## src/rtl/pwm_ctrl_pkg.sv

```systemverilog
// Shared types for the PWM fade controller.
package pwm_ctrl_pkg;

  typedef enum logic [1:0] {
    IDLE      = 2'd0,
    RAMP_UP   = 2'd1,
    RAMP_DOWN = 2'd2,
    DONE      = 2'd3
  } fade_state_t;

endpackage

```

## src/rtl/pwm_period_tracker.sv

```systemverilog
// Free-running phase counter that shadows the downstream PWM counter,
// flagging the last cycle of each PWM period.
module pwm_period_tracker #(
  parameter int BIT_WIDTH = 8
) (
  input  logic                 clk,
  input  logic                 rst,
  input  logic [BIT_WIDTH-1:0] max_value,
  output logic                 period_end
);

  logic [BIT_WIDTH-1:0] r_phase;

  assign period_end = (r_phase == max_value);

  // Phase wraps at max_value (or naturally at 2^BIT_WIDTH); never cleared by commands.
  always_ff @(posedge clk) begin
    if (rst) begin
      r_phase <= '0;
    end else if (period_end) begin
      r_phase <= '0;
    end else begin
      r_phase <= r_phase + BIT_WIDTH'(1);
    end
  end

endmodule

```

## src/rtl/pwm_fade_controller.sv

```systemverilog
// Fade sequencer: accepts a fade command and walks duty toward the target,
// updating only at PWM period boundaries so no period is truncated.
import pwm_ctrl_pkg::*;

module pwm_fade_controller #(
  parameter int BIT_WIDTH = 8,
  parameter int DIV_WIDTH = 16
) (
  input  logic                 clk,
  input  logic                 rst,
  input  logic [BIT_WIDTH-1:0] cfg_max_value,
  input  logic                 cmd_valid,
  output logic                 cmd_ready,
  input  logic [BIT_WIDTH-1:0] cmd_target,
  input  logic [BIT_WIDTH-1:0] cmd_step,
  input  logic [DIV_WIDTH-1:0] cmd_div,
  input  logic                 abort,
  output logic [BIT_WIDTH-1:0] duty_out,
  output logic [BIT_WIDTH-1:0] max_value_out,
  output logic                 busy,
  output logic                 done
);

  fade_state_t          r_state, w_next;
  logic [BIT_WIDTH-1:0] r_duty, r_max, r_target, r_step;
  logic [DIV_WIDTH-1:0] r_div, r_div_cnt;
  logic                 r_done;

  logic                 w_period_end, w_accept, w_busy, w_step_ev, w_update;
  logic [BIT_WIDTH-1:0] w_tgt_clamp, w_new_duty;
  logic [BIT_WIDTH:0]   w_sum, w_diff;

  pwm_period_tracker #(.BIT_WIDTH(BIT_WIDTH)) u_tracker (
    .clk        (clk),
    .rst        (rst),
    .max_value  (r_max),
    .period_end (w_period_end)
  );

  assign w_accept    = cmd_valid && (r_state == IDLE);
  assign w_tgt_clamp = (cmd_target > cfg_max_value) ? cfg_max_value : cmd_target;
  assign w_busy      = (r_state == RAMP_UP) || (r_state == RAMP_DOWN);
  assign w_step_ev   = w_busy && w_period_end && (r_div_cnt == r_div - DIV_WIDTH'(1));
  // Abort takes priority over a coincident step event.
  assign w_update    = w_step_ev && !abort;

  // One extra bit keeps the up-sum and down-distance free of wraparound.
  assign w_sum  = {1'b0, r_duty} + {1'b0, r_step};
  assign w_diff = {1'b0, r_duty} - {1'b0, r_target};

  // Next duty on a step event; a zero step jumps straight to the target.
  always_comb begin
    w_new_duty = r_target;
    if (r_step != '0) begin
      if (r_state == RAMP_UP) begin
        w_new_duty = (w_sum > {1'b0, r_target}) ? r_target : w_sum[BIT_WIDTH-1:0];
      end else if (r_state == RAMP_DOWN) begin
        w_new_duty = (w_diff <= {1'b0, r_step}) ? r_target : r_duty - r_step;
      end
    end
  end

  // Next-state logic for the fade FSM.
  always_comb begin
    w_next = r_state;
    case (r_state)
      IDLE: begin
        if (w_accept) begin
          if (w_tgt_clamp > r_duty)      w_next = RAMP_UP;
          else if (w_tgt_clamp < r_duty) w_next = RAMP_DOWN;
          else                           w_next = DONE;
        end
      end
      RAMP_UP, RAMP_DOWN: begin
        if (abort)                                     w_next = IDLE;
        else if (w_step_ev && w_new_duty == r_target)  w_next = DONE;
      end
      DONE:    w_next = IDLE;
      default: w_next = IDLE;
    endcase
  end

  // State register.
  always_ff @(posedge clk) begin
    if (rst) r_state <= IDLE;
    else     r_state <= w_next;
  end

  // Command capture, period divider, duty register and the registered done pulse.
  always_ff @(posedge clk) begin
    if (rst) begin
      r_duty    <= '0;
      r_max     <= '1;
      r_target  <= '0;
      r_step    <= '0;
      r_div     <= DIV_WIDTH'(1);
      r_div_cnt <= '0;
      r_done    <= 1'b0;
    end else begin
      r_done <= (r_state == DONE);
      if (w_accept) begin
        r_max     <= cfg_max_value;
        r_target  <= w_tgt_clamp;
        r_step    <= cmd_step;
        r_div     <= (cmd_div == '0) ? DIV_WIDTH'(1) : cmd_div;
        r_div_cnt <= '0;
      end else if (w_step_ev) begin
        r_div_cnt <= '0;
      end else if (w_period_end) begin
        r_div_cnt <= r_div_cnt + DIV_WIDTH'(1);
      end
      if (w_update) r_duty <= w_new_duty;
    end
  end

  assign cmd_ready     = (r_state == IDLE);
  assign busy          = w_busy;
  assign done          = r_done;
  assign duty_out      = r_duty;
  assign max_value_out = r_max;

endmodule

```

## config.mk

```make
export PLATFORM = sky130hd
export DESIGN_NAME = pwm_fade_controller
export DESIGN_NICKNAME = d
export VERILOG_FILES = /design/src/rtl/pwm_ctrl_pkg.sv /design/src/rtl/pwm_period_tracker.sv /design/src/rtl/pwm_fade_controller.sv
export SDC_FILE = /design/constraint.sdc
export NUM_CORES = 1
export LEC_CHECK = 0
export CELL_PAD_IN_SITES_DETAIL_PLACEMENT = 0
export CELL_PAD_IN_SITES_GLOBAL_PLACEMENT = 1
export CORE_AREA = 3 3 115 117
export CTS_CLUSTER_DIAMETER = 40
export DETAILED_ROUTE_END_ITERATION = 10
export DIE_AREA = 0 0 118 120
export PLACE_DENSITY = 0.94
export SYNTH_ARGS = -nofsm -noshare
export SYNTH_HDL_FRONTEND = slang
export SYNTH_SLANG_ARGS = --single-unit
```

## constraint.sdc

```tcl
create_clock -name clk -period 11.59 [get_ports clk]
set_input_delay 1.159 -clock clk [delete_from_list [all_inputs] [get_ports clk]]
set_output_delay 1.159 -clock clk [all_outputs]
set_load 0.02 [all_outputs]
```

; Word level (Yosys, flattened, before mapping)
; Index checks and enable logic that the tools add are counted.
[totals]
reg_bits = 75
latchBits = 0
ramBits = 0
mem_bits_ro = 0
in_bits = 44
elab_cells = 55
n_memories = 0
[op_classes]
addsub = 6
mul = 0
div = 0
magnitude_cmp = 5
eq_ne = 8
shifts = 0
muxes = 13
bitwise_logic = 0
n_reduce_logical = 14
[ops]
columns = op, n
row1 = $mux 8, 6
row2 = $add 16x1->16 const B, 1
row3 = $eq 16x16->1, 1
row4 = $eq 8x8->1, 2
row5 = $gt 8x8->1, 2
row6 = $logic_not 16->1, 1
row7 = $mux 16, 1
row8 = $sub 16x1->16 const B, 1
row9 = $add 8x8->9, 1
row10 = $gt 9x8->1, 1
row11 = $le 9x8->1, 1
row12 = $sub 8x8->9, 1
row13 = $add 8x1->8 const B, 1
row14 = $lt 8x8->1, 1
row15 = $mux 2, 4
row16 = $reduce_bool 8->1, 1
row17 = $sub 8x8->8, 1
row18 = $pmux 2 s3, 1
row19 = $logic_and 1x1->1, 5
row20 = $eq 2x2->1 const B, 2
row21 = $reduce_or 2->1, 2
row22 = $ne 3x3->1 const B, 1
row23 = $reduce_or 3->1, 1
row24 = $eq 2x1->1 const B, 1
row25 = other kinds (6), 6

; Depth between registers and ports, before layout
; Gate-level depths: netlist (run 1).
[logic_depth]
depth_word = 11
depth_mapped = 22

; Cells and area by module
; A second synthesis (run 1) with hierarchy kept.
[hier_totals]
cells_unflattened = 683
area_unflattened_um2 = 5880.6
[modules_own_cells]
columns = mod, instances, cells_per_inst, area_per_inst_um2, seq_area_each_um2
row1 = pwm_fade_controller, 1, 637, 5412.7, 1341.3
row2 = pwm_period_tracker, 1, 46, 467.9, 160.2

; Least setup slack after synthesis (run 1)
; Ideal clock, no wire load.
[synth_path]
path_kind = reg2reg
startpoint = reg r_duty[2] (netlist: duty_out[2])
endpoint = reg r_state[0]
setup_time_ns = 0.121
t_arrival_ns = 4.077
setup_slack_ns = 7.392
path_stages_with_launch = 20
path_buffers = 2
path_cell_list = dfxtp_1 ha_1 buf_2 nand2b_1 a221oi_2 nor4_1 a211o_1 inv_1 ha_1 a21o_1 a21oi_1 a22oi_1 a21o_1 or2_1 clkbuf_1 o22ai_1 o211a_1 nand4_1 o41a_1 mux2_4
[synth_between]
elab_chain_len = 10
word_cells_on_any_way = 20
classes_between = add/sub (3) / order compare (4) / eq/ne (2) / mux (9) / reduce/logical (2)
[synth_rtl]
columns = item, line_no
row1 = "start, declared", pwm_fade_controller.sv:25  ; logic [BIT_WIDTH-1:0] r_duty, r_max, r_target, r_step;
row2 = "start signal, assigned", pwm_fade_controller.sv:112  ; if (w_update) r_duty <= w_new_duty;
row3 = $sub 8x8->9, pwm_fade_controller.sv:49  ; assign w_diff = {1'b0, r_duty} - {1'b0, r_target};
row4 = $le 9x8->1, pwm_fade_controller.sv:58  ; w_new_duty = (w_diff <= {1'b0, r_step}) ? r_target : r_duty - r_step;
row5 = $mux 8, pwm_fade_controller.sv:58
row6 = $mux 8, pwm_fade_controller.sv:57  ; end else if (r_state == RAMP_DOWN) begin
row7 = $mux 8, pwm_fade_controller.sv:55  ; if (r_state == RAMP_UP) begin
row8 = $mux 8, pwm_fade_controller.sv:54  ; if (r_step != '0) begin
row9 = $eq 8x8->1, pwm_fade_controller.sv:76  ; else if (w_step_ev && w_new_duty == r_target) w_next = DONE;
row10 = $logic_and 1x1->1, pwm_fade_controller.sv:76
row11 = $ne 3x3->1 (no source line), n/a
row12 = $reduce_and 2->1 (no source line), n/a
row13 = "end signal, assigned", pwm_fade_controller.sv:86  ; else r_state <= w_next;
row14 = "end, declared", pwm_fade_controller.sv:24  ; fade_state_t r_state, w_next;
; Several ways; a longest one is shown, not always the timed one. The select of a mux whose other input is x is not followed.
; A chain may end at the register's enable or synchronous reset.

; Final worst setup path (run 1)
[layout_path]
startpoint = reg r_step[3]
endpoint = reg r_state[0]
[layout_between]
elab_chain_len = 9
word_cells_on_any_way = 14
classes_between = add/sub (2) / order compare (2) / eq/ne (2) / mux (5) / reduce/logical (3)
[layout_rtl]
columns = item, line_no
row1 = "start, declared", pwm_fade_controller.sv:25
row2 = "start signal, assigned", pwm_fade_controller.sv:104  ; r_step <= cmd_step;
row3 = $add 8x8->9 (tied with other cells), pwm_fade_controller.sv:48  ; assign w_sum = {1'b0, r_duty} + {1'b0, r_step};
row4 = $gt 9x8->1 or $mux 8 (tied branches), "pwm_fade_controller.sv:56, pwm_fade_controller.sv:58"
row5 = "$mux 8, on equally long branches", "pwm_fade_controller.sv:56, pwm_fade_controller.sv:57"
row6 = $mux 8, pwm_fade_controller.sv:55
row7 = $mux 8 *, pwm_fade_controller.sv:54
row8 = $eq 8x8->1 *, pwm_fade_controller.sv:76
row9 = $logic_and 1x1->1 *, pwm_fade_controller.sv:76
row10 = $ne 3x3->1 (no source line) *, n/a
row11 = $reduce_and 2->1 (no source line) *, n/a
; Mark *: on every way between the ends. The rest lies on a longest branch, timed or not.

==> impl_metrics.tcl, run 1 <==
set metrics [dict create \
    remaining_drc_errors 0 \
    reg2reg_slack_ns 6.78 \
    worst_pin_slew_ns 0.877 \
    synth-seq-cells 75 \
    crit_path_start_kind "flip-flop" \
    yosysWarnings 0 \
    post-route-util 0.546 \
    dieArea_sq_um 14200 \
    wl_per_cell_um 17.7 \
    postRouteAntennaNets 0 \
    syn-cell-area_sq_um 5780 \
    cts_resized 0 \
    overflow 0 \
    syn2layout_area_growth_pct 17.9 \
    yosysSeqAreaShare 0.260 \
    fin_skew_ns 0.00828 \
    vias 5403 \
    synth_simple_gate_area_frac 0.200 \
    clkPwrFrac 0.208 \
    hold_violations 0 \
    cts_tree "done" \
    synth-compound-area-share 0.211 \
    combPwrFrac 0.521 \
    vdd_drop_max_uv 86.7 \
    grt_max_degree 30 \
    report.final.slew_viol_count 0 \
    synth_cell_types 71 \
    dp_hpwl_um 13100 \
    path_max_fanout 13 \
    cap_violations 0 \
    synth_edf_count 0 \
    die_w_um 118 \
    async_flop_share 0 \
    tns_ns 0 \
    rows 41 \
    cts_made_buffers 9 \
    status "complete, no violations" \
    dr.pass1.iters 6 \
    grt_pass1_vias 5410 \
    hp-class "reg2reg" \
    place_ws_ns 6.53 \
    routed_wl_um 16600 \
    total_power_w 0.00122 \
    clk_pin_slew_ns 0.05 \
    clock_path_buffers 2 \
    fin_cells 935 \
    post_cts_buffers 0 \
    clock.fmax_mhz 208 \
    muxShareOfSynthArea 0.0336 \
    grt_pass1_wl_um 26800 \
    clock_latency_ns 0.33 \
    num-nets-final 869 \
    die_h_um 120 \
    synth-xor-area-share 0.102 \
    seq_area_sq_um 1500 \
    rsz0062_at_grt "no" \
    start_util 0.463 \
    clkSinkCount 75 \
    track_usage 0.233 \
    worst_slack_ns 6.78 \
    worstPathRequired_ns 11.81 \
    synth_area_per_cell_sq_um 8.17 \
    period_minus_slack_ns 4.81 \
    multi_input_area_sq_um 3990 \
    ys.flop_type "dfxtp_1" \
    slew_headroom 0.415 \
    netSwitchingFraction 0.424 \
    fillCellCount 1142 \
    coreArea_sq_um 12500 \
    period_share 0.415 \
    io_pins 63 \
    synth_fa_ha_area_frac 0.145 \
    ctsHoldBuffers 0 \
    root_buffer "clkbuf_16" \
    viasPerCell 5.78 \
    power.switching_w 0.000519 \
    antenna_found_initial 0 \
    post-place-cells 921 \
    postSynthCellCount 707 \
    drtIter0Drc 348 \
    routabilityCongestion 0.959 \
    io_buffers 62 \
    p_per_area_nw_per_um2 180 \
    crit_type "reg2reg" \
    synth_top_family_by_area "compound AO/OA/AOI/OAI gates" \
    setup_viol 0 \
    cts_htree_levels 3 \
    drive_gt1_frac 0.0590 \
    antenna_cells 0 \
    pwr-share-seq 0.271 \
    crit_arrival_ns 5.03 \
    critPathCaptureType "flip-flop" \
    syn-num-nets 816 \
    cellLeakagePower_nw 2.70 \
    cellInternalPower_w 0.000705 \
]
[synthesized netlist by cell type (15+ instances only)]
master	instances	area [sq um]
a22o_1	16	140
ha_1	62	776
nor2_1	67	251
nand4_1	15	93.8
nor2b_1	16	100
nand2_1	51	191
clkbuf_1	19	71.3
nand3_1	16	80.1
a21oi_1	39	195
inv_1	52	195
o21ai_0	37	185
dfxtp_1	75	1500
xor2_1	26	228
xnor2_1	41	359
[layout by cell type, fill, tap and decap left out, drive strengths merged, types with 6 or more instances in the layout]
cell | synthesis | layout
nand2 | 52 | 52
or2 | 6 | 6
inv | 52 | 52
ha | 62 | 62
nor4 | 13 | 13
mux2i | 10 | 10
xnor2 | 41 | 41
nand2b | 10 | 10
a21oi | 39 | 39
o211ai | 6 | 6
and3 | 9 | 9
o31ai | 6 | 6
dfxtp | 75 | 75
clkdlybuf4s50 | 0 | 62
nand4 | 16 | 16
nand3 | 16 | 16
clkbuf | 20 | 11
a21o | 10 | 10
o21ai | 41 | 41
nor2b | 16 | 16
nor3 | 15 | 15
a22o | 16 | 16
mux2 | 8 | 8
nor2 | 67 | 67
xor2 | 26 | 26
[cell type report]
class | count | share of cell area
sequential | 75 | 0.221
clock inverter | 3 | 0.00221
timing repair buffer | 64 | 0.0933
inverter | 53 | 0.0292
tap | 172 | 0.0316
clock buffer | 11 | 0.0371
multi-input combinational | 557 | 0.586
[kinds of logic after synthesis]
logic type / count (synthesis)
AND/OR/NAND/NOR: 230
AO/OA/AOI/OAI: 177
buffers and inverters: 75
flip-flops: 75
XOR/XNOR: 67
adder cells (fa/ha/maj): 65
multiplexers: 18
[state kept, by name, indices dropped and copies added, names as in the netlist]
signal,cells
duty_out,8
done,1
r_div,16
r_div_cnt,16
r_target,8
r_step,8
r_state,2
max_value_out,8
u_tracker.r_phase,8
[final timing paths]
path	start	to	depth (start not counted)
worst max register to register	r_step[3]	r_state[0]	17
worst max-delay path	r_step[3]	r_state[0]	17
worst min register to register	max_value_out[6]	max_value_out[6]	2
worst min-delay path	max_value_out[6]	max_value_out[6]	2
[worst max-delay path, cell delays in order (launching register included)]
cell and delay (ns):
dfxtp_1 0.35, inv_1 0.09, ha_1 0.55, nor2_1 0.09, a221oi_1 0.29, o31ai_1 0.16, o31ai_1 0.28, xnor2_1 0.23
ha_1 0.31, a21oi_1 0.18, a22oi_1 0.13, a211oi_1 0.60, o21ai_1 0.27, a211o_1 0.32, o211a_1 0.21, nand4_1 0.09
o41a_1 0.24, mux2_4 0.32
[power by group through the flow]
stage	combinational [W]	sequential, W	clock, W
finish	0.000638	0.000332	0.000254
global route	0.000701	0.000336	0.000272
CTS	0.000632	0.000331	0.000259
detailed placement	0.000627	0.000336	0
global placement	0.000622	0.000335	0
floorplan	0.000462	0.000325	0
[per-layer routing]
metal | part of all wire | global-route usage | vias up
li1 | - | - | 2624
met1 | 0.42 | 0.264 | 2591
met2 | 0.50 | 0.430 | 155
met3 | 0.043 | 0.0476 | 33
met4 | 0.031 | 0.0857 | 0
met5 | 0 | 0 | -
[through the flow]
| stage | hold WS [ns] | instance area, sq um |
|---|---|---|
| after floorplan | 0.460 | 5780 |
| after global placement | 0.494 | 6540 |
| after detailed placement | 0.509 | 6540 |
| after CTS | 0.522 | 6810 |
| after global routing | 0.539 | 6810 |
| final | 0.519 | 6810 |
No activity file was read; power rests on OpenSTA's default activity.
==> run 2: changes to the inputs <==
Settings changed: CORE_AREA 3 3 115 117 to 3 3 126 128, DIE_AREA 0 0 118 120 to 0 0 129 131, PLACE_DENSITY 0.94 to 0.85.
Clock period 11.59 ns to 3.9 ns, I/O delays scaled along.
==> impl_metrics.tcl, run 2 (synthesized netlist as in run 1, its figures left out) <==
set metrics [dict create \
    top_regs "r_div (16), r_div_cnt (16)" \
    grt_max_degree 24 \
    hold_ws_ns 0.518 \
    routabilityCongestion 0.950 \
    fillCellCount 1381 \
    clkSinkCount 75 \
    remaining_drc_errors 0 \
    crit_type "reg2reg" \
    period_minus_slack_ns 3.99 \
    p_per_area_nw_per_um2 542 \
    io_pins 63 \
    root_buffer "clkbuf_16" \
    drtIter0Drc 280 \
    vdd_drop_max_uv 284 \
    worstPathRequired_ns 4.15 \
    antenna_cells 0 \
    io_buffers 62 \
    cts_made_buffers 9 \
    fin_skew_ns 0.0100 \
    critPathCaptureType "flip-flop" \
    clock_path_buffers 2 \
    cts_htree_levels 3 \
    slew_headroom 0.341 \
    hold_violations 0 \
    crit_path_start_kind "flip-flop" \
    routed_wl_um 17300 \
    overflow 0 \
    grt_pass1_vias 5602 \
    setup_viol 2 \
    place_area_sq_um 7220 \
    seq_area_sq_um 1520 \
    final_cell_mix "102 x buf_4, 66 x dfxtp_1, 65 x nor2_1" \
    worst_pin_slew_ns 0.988 \
    drive_gt1_frac 0.227 \
    period_share 1.02 \
    final_area_sq_um 7930 \
    multi_input_area_sq_um 4270 \
    dp_hpwl_um 13300 \
    rsz0062_at_grt "yes" \
    cellLeakagePower_nw 3.28 \
    viasPerCell 5.36 \
    track_usage 0.209 \
    worst_slack_ns -0.0937 \
    syn2layout_area_growth_pct 37.3 \
    dieArea_sq_um 16900 \
    clock.fmax_mhz 250 \
    ctsHoldBuffers 0 \
    rows 45 \
    final_common_cell "buf_4" \
    clock_latency_ns 0.36 \
    die_h_um 131 \
    start_util 0.386 \
    cts_tree "done" \
    num-nets-final 970 \
    post-route-util 0.530 \
    grt_pass1_wl_um 27800 \
    status "complete, but fails checks" \
    vias 5645 \
    coreArea_sq_um 15000 \
    hp-class "reg2reg" \
    violations "setup timing" \
    clk_pin_slew_ns 0.07 \
    dr.pass1.iters 4 \
    report.final.slew_viol_count 0 \
    die_w_um 129 \
    postRouteAntennaNets 0 \
    path_max_fanout 7 \
    antenna_found_initial 0 \
    cap_violations 0 \
    wl_per_cell_um 16.4 \
    crit_arrival_ns 4.24 \
]
run 2: what timing repair did:
item | 4_1_cts | 5_1_grt
gates resized for setup | 37 | 16
setup buffers | 17 | 1
setup endpoints to repair | 3 | 5
pin swaps | 31 | 21
run 2: through the flow:
stage / setup slack [ns] / power, W / instances / TNS (ns)
detailed placement: -0.381 / 0.00314 / 1020 / -0.711
global placement: -0.265 / 0.00312 / 1020 / -0.478
global route: -0.295 / 0.00459 / 1054 / -0.580
finish: -0.0937 / 0.00430 / 1054 / -0.139
floorplan: -0.139 / 0.00235 / 707 / -0.139
CTS: -0.111 / 0.00422 / 1053 / -0.175
run 2: critical path: stages (launching register included):
cell and delay [ns]:
dfxtp_4 0.42, ha_4 0.21, nor2b_1 0.12, o21ai_1 0.13, nand2b_1 0.10, a21oi_2 0.15, nor2b_2 0.06, o21ai_1 0.13
nand2b_1 0.09, a21oi_2 0.15, xnor2_1 0.10, ha_2 0.34, nand4_1 0.11, o221ai_2 0.25, o311ai_4 0.20, nand2_2 0.18
buf_4 0.13, a211o_1 0.10, o211a_1 0.17, nand4_1 0.09, o41a_1 0.35, mux2_4 0.30
run 2: area by class of cell:
class                   instances  share of cell area
multi-input cells             557               0.539
flip-flops and latches         75               0.192
repair buffers                165               0.176
clock inverters                 7              0.0106
clock buffers                   9              0.0284
inverters                      53              0.0251
well taps                     188              0.0296
run 2: metal layers:
layer	up-vias	global-route usage	share of wire
met3	24	0.0484	0.052
met5	-	0	0
met1	2655	0.271	0.47
li1	2832	-	-
met2	134	0.343	0.46
met4	0	0.0686	0.022
run 2: worst paths after layout:
| path | endpoint | startpoint | cells after the start | slack, ns |
|---|---|---|---|---|
| max | r_state[0] | duty_out[1] | 21 | -0.09 |
| min | duty_out[5] | r_target[5] | 2 | 0.52 |
| max reg2reg | r_state[0] | duty_out[1] | 21 | -0.09 |
| min reg2reg | duty_out[5] | r_target[5] | 2 | 0.52 |
run 2: where the power goes:
part / leakage, nW / internal, W / switching [W] / total (W)
Sequential: 0.617 / 0.000857 / 0.000105 / 0.000962
Combinational: 2.51 / 0.00116 / 0.00127 / 0.00243
Clock: 0.154 / 0.000510 / 0.000395 / 0.000905
